File: config.mk
export PLATFORM = sky130hd
export DESIGN_NAME = multicycle_seq_ctrl
export DESIGN_NICKNAME = d
export VERILOG_FILES = /design/src/rtl/multicycle_seq_ctrl.sv
export SDC_FILE = /design/constraint.sdc
export NUM_CORES = 1
export LEC_CHECK = 0
export BUFFER_PORTS_ARGS = -buffer_cell sky130_fd_sc_hd__buf_2
export CORE_ASPECT_RATIO = 0.75
export CORE_MARGIN = 2
export CORE_UTILIZATION = 25
export CTS_BUF_LIST = sky130_fd_sc_hd__clkbuf_4 sky130_fd_sc_hd__clkbuf_8
export DETAILED_ROUTE_END_ITERATION = 8
export HOLD_SLACK_MARGIN = 0.1
export PLACE_DENSITY_LB_ADDON = 0.05
export SLEW_MARGIN = 20
export SYNTH_ARGS = -nofsm -noshare
export SYNTH_HDL_FRONTEND = slang
export SYNTH_SLANG_ARGS = --single-unit
File: constraint.sdc
create_clock -name clk -period 2.4 [get_ports clk]
set_input_delay 0.72 -clock clk [delete_from_list [all_inputs] [get_ports clk]]
set_output_delay 0.72 -clock clk [all_outputs]
set_load 0.01 [all_outputs]
File: src/rtl/multicycle_seq_ctrl.sv
// multicycle_seq_ctrl
//   Multi-cycle sequencer for the 16-bit RISC core. It owns the PC and the
//   instruction register. Each instruction steps through
//   FETCH/DECODE/EXEC/MEM/WB, using req/ack handshakes to the instruction
//   memory, the data memory and the multi-cycle MUL/DIV unit.
//
// Ports
//   clk, rst        rising-edge clock; asynchronous active-low reset
//   run             execute when 1; park in IDLE at the next instruction boundary when 0
//   imem_*          instruction fetch handshake (addr = pc_out)
//   ir, opcode      latched instruction and its op field
//   pc_out          current PC
//   alu_start/done  MUL/DIV start pulse and completion
//   dmem_*          data memory handshake (we = store)
//   reg_wr_en       one-cycle register-file write strobe
//   link_wr         one-cycle strobe for the R15 <- pc_out+1 write (JAL)
//   fault           sticky timeout flag; cleared only by reset
//   state_dbg       current state encoding
module multicycle_seq_ctrl #(
    parameter int              PC_W     = 6,
    parameter logic [PC_W-1:0] RESET_PC = '0,
    parameter int              TIMEOUT  = 15
) (
    input  logic            clk,
    input  logic            rst,
    input  logic            run,
    output logic            imem_req,
    output logic [PC_W-1:0] imem_addr,
    input  logic            imem_ack,
    input  logic [15:0]     imem_rdata,
    output logic [15:0]     ir,
    output logic [3:0]      opcode,
    output logic [PC_W-1:0] pc_out,
    output logic            alu_start,
    input  logic            alu_done,
    output logic            dmem_req,
    output logic            dmem_we,
    input  logic            dmem_ack,
    output logic            reg_wr_en,
    output logic            link_wr,
    output logic            fault,
    output logic [2:0]      state_dbg
);

    typedef enum logic [2:0] {
        S_IDLE   = 3'd0,
        S_FETCH  = 3'd1,
        S_DECODE = 3'd2,
        S_EXEC   = 3'd3,
        S_MEM    = 3'd4,
        S_WB     = 3'd5,
        S_FAULT  = 3'd7
    } state_t;

    localparam logic [3:0] OP_NOP  = 4'h0;
    localparam logic [3:0] OP_MUL  = 4'h3;
    localparam logic [3:0] OP_DIV  = 4'h6;
    localparam logic [3:0] OP_JAL  = 4'h7;
    localparam logic [3:0] OP_JUMP = 4'hA;
    localparam logic [3:0] OP_LW   = 4'hC;
    localparam logic [3:0] OP_SW   = 4'hD;

    // A wait that has already seen TIMEOUT-1 idle cycles faults if this
    // cycle is idle as well; an ack in that same cycle still wins.
    localparam logic [7:0] TO_LAST = 8'(TIMEOUT - 1);

    state_t          state, state_nxt;
    logic [PC_W-1:0] pc_nxt;
    logic [15:0]     ir_nxt;
    logic [7:0]      wait_cnt, wait_nxt;
    state_t          boundary;

    assign opcode    = ir[15:12];
    assign imem_addr = pc_out;
    assign state_dbg = state;

    always_ff @(posedge clk or negedge rst) begin
        if (!rst) begin
            state    <= S_IDLE;
            pc_out   <= RESET_PC;
            ir       <= '0;
            wait_cnt <= '0;
        end else begin
            state    <= state_nxt;
            pc_out   <= pc_nxt;
            ir       <= ir_nxt;
            wait_cnt <= wait_nxt;
        end
    end

    always_comb begin
        state_nxt = state;
        pc_nxt    = pc_out;
        ir_nxt    = ir;
        wait_nxt  = wait_cnt;
        imem_req  = 1'b0;
        alu_start = 1'b0;
        dmem_req  = 1'b0;
        dmem_we   = 1'b0;
        reg_wr_en = 1'b0;
        link_wr   = 1'b0;
        fault     = 1'b0;
        // run is consulted only where an instruction retires.
        boundary  = run ? S_FETCH : S_IDLE;

        unique case (state)
            S_IDLE: begin
                if (run) state_nxt = S_FETCH;
            end

            S_FETCH: begin
                imem_req = 1'b1;
                if (imem_ack) begin
                    ir_nxt    = imem_rdata;
                    state_nxt = S_DECODE;
                end else if (wait_cnt == TO_LAST) begin
                    state_nxt = S_FAULT;
                end else begin
                    wait_nxt = wait_cnt + 8'd1;
                end
            end

            S_DECODE: state_nxt = S_EXEC;

            S_EXEC: begin
                case (opcode)
                    OP_MUL, OP_DIV: begin
                        // wait_cnt is still zero only on the first EXEC
                        // cycle, so this yields a single start pulse.
                        alu_start = (wait_cnt == 8'd0);
                        if (alu_done) begin
                            state_nxt = S_WB;
                        end else if (wait_cnt == TO_LAST) begin
                            state_nxt = S_FAULT;
                        end else begin
                            wait_nxt = wait_cnt + 8'd1;
                        end
                    end
                    OP_JUMP: begin
                        pc_nxt    = ir[PC_W-1:0];
                        state_nxt = boundary;
                    end
                    OP_JAL: begin
                        // The link value uses the current pc_out, before the jump lands.
                        link_wr   = 1'b1;
                        pc_nxt    = ir[PC_W-1:0];
                        state_nxt = boundary;
                    end
                    OP_LW, OP_SW: state_nxt = S_MEM;
                    OP_NOP: begin
                        pc_nxt    = pc_out + 1'b1;
                        state_nxt = boundary;
                    end
                    default: state_nxt = S_WB;
                endcase
            end

            S_MEM: begin
                dmem_req = 1'b1;
                dmem_we  = (opcode == OP_SW);
                if (dmem_ack) begin
                    if (opcode == OP_SW) begin
                        pc_nxt    = pc_out + 1'b1;
                        state_nxt = boundary;
                    end else begin
                        state_nxt = S_WB;
                    end
                end else if (wait_cnt == TO_LAST) begin
                    state_nxt = S_FAULT;
                end else begin
                    wait_nxt = wait_cnt + 8'd1;
                end
            end

            S_WB: begin
                reg_wr_en = 1'b1;
                pc_nxt    = pc_out + 1'b1;
                state_nxt = boundary;
            end

            S_FAULT: fault = 1'b1;

            default: state_nxt = S_IDLE;
        endcase

        // Every wait starts with a fresh count. Clearing the count on any
        // state change covers entry to FETCH, MEM and the EXEC wait.
        if (state_nxt != state) wait_nxt = '0;
    end

endmodule

After elaboration in Yosys (flattened, before gate mapping)
Index checks and enable logic that the tools add are counted.
{"block": "word_totals", "ff_bits": 33, "input_bits": 22, "output_inout_bits": 42, "wordCells": 68}
{"block": "op_classes", "n_addsub": 2, "n_eq_ne": 21, "muxes": 29, "n_reduce_logical": 12}
{"cell": "$mux W8", "count": 6}
{"cell": "$pmux W8 S3", "count": 1}
{"cell": "$pmux W3 S7", "count": 1}
{"cell": "$mux W3", "count": 6}
{"cell": "$pmux W6 S3", "count": 1}
{"cell": "$ne A3 B3 Y1 const B", "count": 5}
{"cell": "$eq A4 B4 Y1 const B", "count": 3}
{"cell": "$mux W6", "count": 2}
{"cell": "$pmux W6 S2", "count": 1}
{"cell": "$mux W1", "count": 10}
{"cell": "$eq A3 B3 Y1 const B", "count": 3}
{"cell": "$pmux W3 S3", "count": 1}
{"cell": "$add A8 B1 Y8 const B", "count": 1}
{"cell": "$eq A4 B3 Y1 const B", "count": 2}
{"cell": "$eq A8 B4 Y1 const B", "count": 1}
{"cell": "$logic_not A8 Y1", "count": 1}
{"cell": "$add A6 B1 Y6 const B", "count": 1}
{"cell": "$eq A3 B2 Y1 const B", "count": 2}
{"cell": "$reduce_or A2 Y1", "count": 3}
{"cell": "$reduce_and A5 Y1", "count": 1}
{"cell": "$eq A4 B2 Y1 const B", "count": 1}
{"cell": "$logic_not A4 Y1", "count": 1}
{"cell": "$ne A2 B2 Y1 const B", "count": 2}
{"cell": "$reduce_and A4 Y1", "count": 1}
{"cell": "7 further kinds", "count": 7}

Logic depth before layout (Yosys ltp)
{"block": "logic_depth", "depth_word": 8, "depth_mapped": 9, "ltp_nobuf": 7}

Least setup slack after synthesis
OpenSTA, ideal clock, no wires.
{"block": "synth_path", "kind": "input to register", "from": "input port imem_ack", "to": "register wait_cnt[0]", "arrival_time_ns": 2.124, "path_slack_ns": 0.195, "path_stages": 6, "path_cell_list": "or2_1 > a221oi_1 > a211oi_1 > or4b_4 > buf_6 > nor3_2"}
{"block": "synth_between", "elab_chain_len": 5}
{"item": "from (decl)", "line": "29", "rtl": "input logic imem_ack,"}
{"item": "$mux W3", "line": "113", "rtl": "if (imem_ack) begin"}
{"item": "$pmux W3 S7", "line": "106", "rtl": "unique case (state)"}
{"item": "$ne A3 B3 Y1", "line": "188", "rtl": "if (state_nxt != state) wait_nxt = '0;"}
{"item": "$ne A3 B3 Y1 (no line) or $reduce_bool A4 Y1 (tied branches)"}
{"item": "$reduce_and A5 Y1 (no line)"}
{"item": "to (signal assigned)", "line": "87", "rtl": "wait_cnt <= wait_nxt;"}
{"item": "to (decl)", "line": "70", "rtl": "logic [7:0] wait_cnt, wait_nxt;"}
Several ways; a longest one is shown, not always the timed one.
A chain may end at the register's enable or synchronous reset.

Worst setup path after layout
{"block": "layout_path", "from": "register state[1] (netlist: state_dbg[1])", "to": "output port dmem_we"}
{"block": "layout_between", "elab_chain_len": 2}
{"item": "from (decl)", "line": "67", "rtl": "state_t state, state_nxt;"}
{"item": "from (signal assigned)", "line": "84", "rtl": "state <= state_nxt;"}
{"item": "$eq A3 B3 Y1", "line": "106"}
{"item": "$mux W1", "line": "106"}
{"item": "to (decl)", "line": "37", "rtl": "output logic dmem_we,"}
Every way passes these cells.

==> run metrics <==
result of the run=finished clean; delay of the slowest cell on the worst path=0.47 ns; CTS tree=yes; list of cells traversed by the critical path=buf_4 > nand2b_2 > nor2_4 > and2_1 > buf_2; area of the mapped netlist=2130 um^2; Leakage=1.21 nW; Ys Warns=0; largest cells by area after synthesis=dfrtp_1 39%, mux2_2 9.0%, a21oi_1 3.8%; DR DRC count=0; vias post-DR=1,794; EDFF count, synth=0; arrival time reported for the critical path endpoint=1.56 ns; Post-Layout Inst Area=2730 um^2; CTS Sinks=33; number of nets in the layout=304; average cell area after synthesis=10.2 um^2; die width=111 um; RePlAce Congestion=0.781; total of buffers placed on input and output ports=63; gate count of the mapped netlist=209; Worst Setup Slack post-DPL=0.0420 ns; Clock transition at path regs=0.08 ns; post-DR vias/cell=4.64; critical path's slowest cell=dfrtp_2; post-route antenna net violation count=0; data required time of the critical path=1.68 ns; count of max-cap constraint violations=0; number of distinct standard cells referenced by the synthesized netlist=54; unrepaired setup endpoints after global routing=false; final hold violation count=0; critical path launch point type=register; overall routed net length=5.74 mm; final worst path period share=0.952; class of the tightest hold or removal check=input pin to async pin; final design utilization=0.327; maximum clock insertion buffer count=2; sequential share of the synthesized area=0.388; area share of the largest cell type after synthesis=0.388; area of the core=8350 um^2; Total Neg Setup Slack=0 ns; top fanout value on the critical path=9; upper clock frequency limit=0.438 GHz; layout overhead on the synthesized area=28.2%; synthesized flop and latch total=33; primary flip-flop cell chosen by synthesis mapping=dfrtp_1; remaining global-route overflow=0; count of antenna diodes in the layout=0; fraction of layout instances using a drive strength above 1=0.480; fraction of registers with async set or reset after synthesis=1.00; Max H-tree Level=2; dpl hpwl=4.35 mm; remaining max-slew budget at the tightest pin=0.707; PD cells=1270 nW/um^2; cell family with most CP delay=simple AND/OR/NAND/NOR gates; depth of the worst register-to-register path=6; Crit path depth=5; Buffers & Inverters on Critical Path=2; io pins=64; Final min period=2.28 ns; nature of the critical path endpoint=output pin; via count of the first global-routing pass=1,725; clock latency of the later-clocked register in the worst-skew pair=0.29 ns; Worst Path Class, Setup=register to output pin; largest net degree at the start of global routing=34; antenna violations before repair=0; post-route clock skew=0.00884 ns; number of buffers created by CTS=5; wire length of the first global-routing pass=9.47 mm; Initial Util=0.255; placement-stage cell area=2590 um^2; Worst IR Drop VDD=490 uV; clock root buffer=clkbuf_8; number of rows in the core area=29; Worst Hold Margin=0.457 ns; Detailed Route Iter0 Violations=54; overall track demand over capacity in global routing=0.128; actual slew at the worst max-slew pin=0.440 ns; vertical extent of the die=83.9 um; post-synth top area cell=dfrtp_1; pins over their slew limit=0; post-synth net total=235; die area=9270 um^2; DR WL/cell=14.8 um; Setup WS post-layout=0.116 ns; router iterations before antenna repair=4; total setup violations reported at the end of the flow=0
==> registers in the layout (all words and copies together) (netlist names) <==
| signal | flops |
|---|---|
| wait_cnt | 8 |
| state_dbg | 3 |
| ir | 16 |
| imem_addr | 6 |
==> what timing repair did <==
item / 4_1_cts / 5_1_grt
pin swaps: 0 / 0
gates resized for setup: 2 / 6
endpoints found under the setup margin: 1 / 2
buffers inserted: 0 / 1
hold buffers: 0 / 0
==> power breakdown <==
group,switching [W],internal (W)
logic,0.000998,0.000895
clock network,0.000224,0.000311
registers,0.000265,0.000781
==> layer usage <==
metal / vias to the layer above / wire length, um / GRT usage
li1: 903 / - / -
met1: 836 / 3030 / 0.190
met2: 50 / 2350 / 0.183
met5: - / 0 / 0
met4: 0 / 51 / 0.0341
met3: 5 / 306 / 0.0320
==> cells in the final DEF (no fill, tap or decap), types with 6 or more instances in the layout <==
cell     netlist  layout
dfrtp_1       33      29
nor3_2         7       7
buf_2          4      63
mux2i_1        7       7
buf_4         10      17
mux2_2        17      17
nor2_1         9       8
o21ai_0       11      11
inv_1          8       8
nand3_1        6       6
a21oi_1       16      16
==> synthesized netlist by cell type (2+ instances only) <==
cell / instances
a2111oi_0: 2
a211oi_1: 3
a21boi_0: 2
a21oi_1: 16
a31o_2: 2
and3_1: 2
and4b_1: 2
buf_2: 4
buf_4: 10
buf_6: 2
clkbuf_1: 3
dfrtp_1: 33
ha_1: 4
inv_1: 8
mux2_2: 17
mux2i_1: 7
nand2_1: 5
nand2b_1: 3
nand3_1: 6
nand3b_1: 2
nand4_1: 3
nor2_1: 9
nor2b_1: 4
nor3_1: 5
nor3_2: 7
o211ai_1: 2
o21ai_0: 11
o22ai_1: 3
or3_1: 2
xnor2_1: 4
xor2_1: 3
==> cells by family (layout without fill, tap and decap cells) <==
logic type	count (synthesis)	after routing	synth area share
and+or+nand+nor	63	63	0.199
AOI/OAI and AO/OA	51	51	0.163
DFF	33	33	0.388
buffers and inverters	27	97	0.0747
muxes	24	24	0.123
xor gates and xnor gates	7	7	0.0288
adders and majority gates	4	4	0.0235
==> stage by stage <==
| step | power [W] | std cells |
|---|---|---|
| 3_5_place_dp | 0.00294 | 378 |
| 4_1_cts | 0.00351 | 386 |
| 3_3_place_gp | 0.00296 | 378 |
| 5_1_grt | 0.00378 | 387 |
| 6_report | 0.00347 | 387 |
| 2_1_floorplan | 0.00231 | 209 |
==> cell type report <==
| class | instances | area [um^2] |
|---|---|---|
| clock buffers | 5 | 68.8 |
| flip-flops and latches | 33 | 831 |
| clock inverters | 3 | 46.3 |
| multi-input cells | 149 | 1150 |
| inverters | 8 | 30.0 |
| fillers | 892 | 5620 |
| well taps | 108 | 135 |
| repair buffers | 81 | 463 |
==> final timing paths <==
path                                endpoint  slack [ns]         start
worst max-delay path                 dmem_we        0.12  state_dbg[1]
worst min-delay path                   ir[3]        0.46           rst
worst max register to register   wait_cnt[7]        0.21  state_dbg[1]
worst min register to register         ir[7]        0.50         ir[7]
max in group asynchronous       state_dbg[1]        1.60           rst
min in group clk                       ir[7]        0.50         ir[7]
Note: power is estimated with default switching activity, not from simulation.
